==> src/rtl/masked_pkg.sv <==
// Shared definitions for the masked activation datapath: mode encoding and
// lane-slice offsets for the evaluator word and garbler mask-pair buses.
package masked_pkg;

  typedef enum logic {
    MODE_SIGN = 1'b0,
    MODE_RELU = 1'b1
  } mode_e;

  // Bit offset of lane's masked input word on e_input / o.
  function automatic int unsigned lane_lsb(input int unsigned lane, input int unsigned width);
    return lane * width;
  endfunction

  // Mask pairs are interleaved per lane: mask1 then mask2.
  function automatic int unsigned mask1_lsb(input int unsigned lane, input int unsigned width);
    return 2 * lane * width;
  endfunction

  function automatic int unsigned mask2_lsb(input int unsigned lane, input int unsigned width);
    return 2 * lane * width + width;
  endfunction

endpackage

==> src/rtl/masked_act_lane.sv <==
// Single-lane second-stage function: unmasked value and output mask to the
// re-masked SIGN or RELU activation, plus the lane's positive flag.
module masked_act_lane
  import masked_pkg::*;
#(
  parameter int unsigned WIDTH = 64
) (
  input  logic [WIDTH-1:0] u,
  input  logic [WIDTH-1:0] mask2,
  input  mode_e            mode,
  output logic [WIDTH-1:0] o_c,
  output logic             pos_c
);

  logic neg;
  assign neg = u[WIDTH-1];

  // Zero has sign bit 0 and therefore takes the positive branch.
  always_comb begin
    o_c   = mask2;
    pos_c = !neg;
    unique case (mode)
      MODE_SIGN: o_c = neg ? (mask2 - WIDTH'(1)) : (mask2 + WIDTH'(1));
      MODE_RELU: o_c = neg ? mask2 : (u + mask2);
      default:   o_c = mask2;
    endcase
  end

endmodule

==> src/rtl/masked_act_pipe.sv <==
// Two-stage, multi-lane masked activation pipeline with valid/ready
// backpressure, per-beat positive-lane count and accepted-beat counter.
module masked_act_pipe
  import masked_pkg::*;
#(
  parameter int unsigned WIDTH = 64,
  parameter int unsigned LANES = 4,
  parameter int unsigned CNT_W = 32
) (
  input  logic                         clk,
  input  logic                         rst,
  input  logic                         in_valid,
  output logic                         in_ready,
  input  logic                         mode,
  input  logic [LANES*WIDTH-1:0]       e_input,
  input  logic [2*LANES*WIDTH-1:0]     g_input,
  output logic                         out_valid,
  input  logic                         out_ready,
  output logic [LANES*WIDTH-1:0]       o,
  output logic [$clog2(LANES+1)-1:0]   o_pos_count,
  output logic [CNT_W-1:0]             beat_count
);

  localparam int unsigned PC_W = $clog2(LANES + 1);

  logic                 s1_valid;
  mode_e                s1_mode;
  logic [WIDTH-1:0]     s1_u  [LANES];
  logic [WIDTH-1:0]     s1_m2 [LANES];

  logic [WIDTH-1:0]     in_u  [LANES];
  logic [WIDTH-1:0]     in_m2 [LANES];
  logic [WIDTH-1:0]     lane_o [LANES];
  logic [LANES-1:0]     lane_pos;
  logic [LANES*WIDTH-1:0] o_next;
  logic [PC_W-1:0]      pos_sum;

  logic s1_adv;
  logic s2_adv;
  logic in_xfer;

  // Handshake: out_valid is the stage-2 valid flag itself.
  assign s2_adv   = !out_valid || out_ready;
  assign s1_adv   = !s1_valid || s2_adv;
  assign in_ready = s1_adv;
  assign in_xfer  = in_valid && s1_adv;

  for (genvar gi = 0; gi < LANES; gi++) begin : g_lane
    localparam int unsigned E_LSB  = lane_lsb(gi, WIDTH);
    localparam int unsigned M1_LSB = mask1_lsb(gi, WIDTH);
    localparam int unsigned M2_LSB = mask2_lsb(gi, WIDTH);

    assign in_u[gi]  = e_input[E_LSB +: WIDTH] + g_input[M1_LSB +: WIDTH];
    assign in_m2[gi] = g_input[M2_LSB +: WIDTH];

    masked_act_lane #(
      .WIDTH (WIDTH)
    ) u_lane (
      .u     (s1_u[gi]),
      .mask2 (s1_m2[gi]),
      .mode  (s1_mode),
      .o_c   (lane_o[gi]),
      .pos_c (lane_pos[gi])
    );
  end

  // Repack lane results and count positive lanes for stage 2.
  always_comb begin
    o_next  = '0;
    pos_sum = '0;
    for (int i = 0; i < LANES; i++) begin
      o_next[i*WIDTH +: WIDTH] = lane_o[i];
      pos_sum = pos_sum + PC_W'(lane_pos[i]);
    end
  end

  // Stage 1: unmasked value, output mask and mode travel together.
  always_ff @(posedge clk or posedge rst) begin
    if (rst) begin
      s1_valid <= 1'b0;
      s1_mode  <= MODE_SIGN;
      for (int i = 0; i < LANES; i++) begin
        s1_u[i]  <= '0;
        s1_m2[i] <= '0;
      end
    end else if (s1_adv) begin
      s1_valid <= in_valid;
      if (in_valid) begin
        s1_mode <= mode_e'(mode);
        for (int i = 0; i < LANES; i++) begin
          s1_u[i]  <= in_u[i];
          s1_m2[i] <= in_m2[i];
        end
      end
    end
  end

  // Stage 2: registered outputs, held while downstream stalls.
  always_ff @(posedge clk or posedge rst) begin
    if (rst) begin
      out_valid   <= 1'b0;
      o           <= '0;
      o_pos_count <= '0;
    end else if (s2_adv) begin
      out_valid <= s1_valid;
      if (s1_valid) begin
        o           <= o_next;
        o_pos_count <= pos_sum;
      end
    end
  end

  always_ff @(posedge clk or posedge rst) begin
    if (rst) begin
      beat_count <= '0;
    end else if (in_xfer) begin
      beat_count <= beat_count + CNT_W'(1);
    end
  end

endmodule

==> config.mk <==
export PLATFORM = sky130hd
export DESIGN_NAME = masked_act_pipe
export DESIGN_NICKNAME = d
export VERILOG_FILES = /design/src/rtl/masked_pkg.sv /design/src/rtl/masked_act_lane.sv /design/src/rtl/masked_act_pipe.sv
export SDC_FILE = /design/constraint.sdc
export NUM_CORES = 2
export LEC_CHECK = 0
export CAP_MARGIN = 20
export CORE_AREA = 2 2 409 411
export DETAILED_ROUTE_END_ITERATION = 10
export DIE_AREA = 0 0 411 413
export GPL_ROUTABILITY_DRIVEN = 0
export HOLD_SLACK_MARGIN = 0.06
export PLACE_DENSITY_LB_ADDON = 0.25
export SLEW_MARGIN = 25
export SYNTH_ARGS = -nofsm -noshare
export SYNTH_HDL_FRONTEND = slang
export SYNTH_SLANG_ARGS = --single-unit
==> constraint.sdc <==
create_clock -name clk -period 30.4 [get_ports clk]
set_input_delay 3.04 -clock clk [delete_from_list [all_inputs] [get_ports clk]]
set_output_delay 3.04 -clock clk [all_outputs]
set_load 0.005 [all_outputs]
==> metrics <==
HP Class=flop to flop; drt pass-1 iters=6; Placement Rows=150; post-synth top area cell=dfrtp_1; Period minus WS final=7.36 ns; die width=411 um; r2r endpoint=o[127]$_DFFE_PP0P_; Num CTS Buffers=95; type of element capturing the critical path=flop; Worst Tran Pin Value=1.21 ns; Seq/Total Area, Yosys=0.276; boundary pin count=1066; PD cells=72.7 nW/um^2; Fmax achieved=136 MHz; Post-Syn Area=73100 sq um; most frequent cells in the layout=nand2_1, clkdlybuf4s50_1, o21ai_0; cell mode on critical path=a21oi_1; WP data required=30.95 ns; reg2reg start=s1_u[191]$_DFFE_PP0P_; grt ovf=0; hold buffers post-CTS=0; Starting Density=0.441; Clk Latency, worst-skew pair=0.73 ns; cell family with the largest share of critical-path delay=compound AO/OA/AOI/OAI gates; routed via count=74.4k; prevailing post-synth register cell=dfrtp_1; Pwr Total=6460 uW; Clock Pin Slew Worst Setup and Hold Paths=0.06 ns; Syn Inst Count=9470; R2R cell count=15; Post-Syn Area per Cell=7.72 sq um; Hold Crit Start=beat_count[31]$_DFFE_PP0P_; asr flop ratio synth=1.00; # H-tree levels=3; most common cell after layout, fill and taps aside=nand2_1; Max Cap Viol=0; DRC Markers=0; Mapped Nets=11.0k; die area=170000 sq um; crit-path max cell delay=0.65 ns; Via density=5.93; Cell Area, Placed=85400 sq um; first-pass GRT wire length=413 mm; TritonCTS clock tree=done; Crit Path Class=input pin to flop; Slowest-stage cell, CP=a21oi_1; setup bufs post-CTS=0; Layout area overhead=21.3%; Max clock buf depth=3; Min-Delay Endpoint=beat_count[31]$_DFFE_PP0P_; Fin. Hold Viols=0; Post-CTS Resized=0; Final ANT Viol Nets=0; Post-DP HPWL=218 mm; core area=166000 sq um; detailed-route wire length per cell=21.9 um; Worst setup SP type=input pin; largest net degree at the start of global routing=158; run status=finished, final reports clean; RSZ-0062 raised after global routing=no; Tot GR Track Use=0.309; CTS Sinks=806; post-route setup TNS=0 ns; antenna violations before repair=25; crit path max fanout=6; Root Driver=clkbuf_16; post-synth cell types=84; Area contributors post-synth=dfrtp_1, ha_1, nand2_1; top cell type's share of synthesized area=0.276; share of cells above drive strength 1=0.0276; Cells on Worst Hold Path=1; final critical-path share of the clock period=0.242; WP buf/inv=1; Final Max Slew Viols=0; vias in the first global route=70.9k; Iter 0 DRT Violations=7119; CP cell instances=clkdlybuf4s50_1 -> ha_1 -> fa_1 -> a21o_1 -> a21oi_1 -> o21bai_1 -> a21oi_1 -> o211a_1 -> nor2_1 -> a311o_1 -> o2111ai_1 -> a211o_1 -> a21oi_1 -> a311oi_1 -> xnor2_1 -> o21ai_0; clock skew=0.0278 ns; slew margin rel.=0.192; port buffer count=1065; Layout Nets=11.8k; reg2reg setup slack=24.30 ns; fin area=88800 sq um; Post-synth EDFFs=0; final setup fails=0; Max VDD drop=52.5 uV; Ys Warns=0; crit path DAT=7.91 ns; post-detailed-routing wire length=274 mm; Die H=413 um; Synth Register Bits=806; Lkg Pwr=0.0408 uW
-- area by class of cell --
cell class	instances	area (sq um)
Antenna cell	5	12.5
Clock buffer	119	2600
Clock inverter	52	672
Fill cell	15600	77200
Inverter	225	855
Multi-Input combinational cell	8011	50600
Sequential cell	806	20200
Tap cell	2204	2760
Timing Repair Buffer	1116	11100
-- logic make-up (layout without fill, tap and decap cells) --
| group | after synthesis | in the layout | share of synthesized area |
|---|---|---|---|
| other | 0 | 5 | 0 |
| adders and majority gates | 768 | 768 | 0.133 |
| AOI/OAI and AO/OA | 3280 | 3280 | 0.276 |
| xor gates and xnor gates | 718 | 718 | 0.0860 |
| buffers and inverters | 653 | 1512 | 0.0336 |
| DFF | 806 | 806 | 0.276 |
| muxes | 38 | 38 | 0.00537 |
| and+or+nand+nor | 3207 | 3207 | 0.190 |
-- through the flow --
| stage | worst slack (ns) | instances | hold WS (ns) | util |
|---|---|---|---|---|
| 4_1_cts | 23.08 | 12500 | 0.482 | 0.534 |
| 6_report | 23.04 | 12500 | 0.476 | 0.535 |
| 5_1_grt | 22.68 | 12500 | 0.496 | 0.535 |
| 3_5_place_dp | 22.36 | 12400 | 0.470 | 0.515 |
| 2_1_floorplan | 4.72 | 9470 | 0.443 | - |
| 3_3_place_gp | 22.37 | 12400 | 0.462 | 0.515 |
-- cells in the mapped netlist, types with 18 or more instances --
library cell,n
nand4_1,134
nor2_1,474
o31ai_1,59
or3_1,34
o221ai_1,19
o21ai_0,998
o22ai_1,22
inv_1,225
a21o_1,440
a311oi_1,19
a221o_1,19
a31oi_1,119
o31a_1,18
and2_1,47
buf_1,20
nand2b_1,86
mux2i_1,28
nor2b_1,84
and3_1,96
ha_1,755
dfrtp_1,806
nand3_1,140
nor3_1,92
xnor2_1,415
a21boi_0,19
xor2_1,303
a21oi_1,891
o21bai_1,167
nor4_1,28
clkbuf_1,405
o211ai_1,92
o21a_1,78
nand2_1,1914
a211oi_1,62
a221oi_1,51
a41oi_1,27
or2_2,18
-- per-layer routing --
layer  GRT usage  vias up  routed length (um)
met4       0.162       34               16600
met2       0.495     3120              122000
li1            -    35600                   -
met1       0.392    35000              112000
met3      0.0654      640               23000
met5           0        -                 218
-- registers in the layout, summed over array words and instances (netlist names) --
register     flops
beat_count      32
o              256
o_pos_count      3
out_valid        1
s1_m2          256
s1_mode          1
s1_u           256
s1_valid         1
-- where the power goes --
part / internal (uW) / switching [uW] / total (uW)
Sequential: 1370 / 349 / 1720
Combinational: 1520 / 2010 / 3530
Clock: 711 / 500 / 1210
Total: 3600 / 2860 / 6460
-- worst max path at each step --
stage,startpoint,to,slack (ns),depth (start not counted)
6_report,e_input[64],s1_u[188]$_DFFE_PP0P_,23.04,16
2_1_floorplan,rst,beat_count[0]$_DFFE_PP0P_,4.72,1
3_3_place_gp,e_input[64],s1_u[188]$_DFFE_PP0P_,22.37,16
4_1_cts,out_ready,in_ready,23.08,3
3_5_place_dp,e_input[64],s1_u[188]$_DFFE_PP0P_,22.36,16
5_1_grt,out_ready,s1_u[84]$_DFFE_PP0P_,22.68,8
No activity file was read; power rests on OpenSTA's default activity.
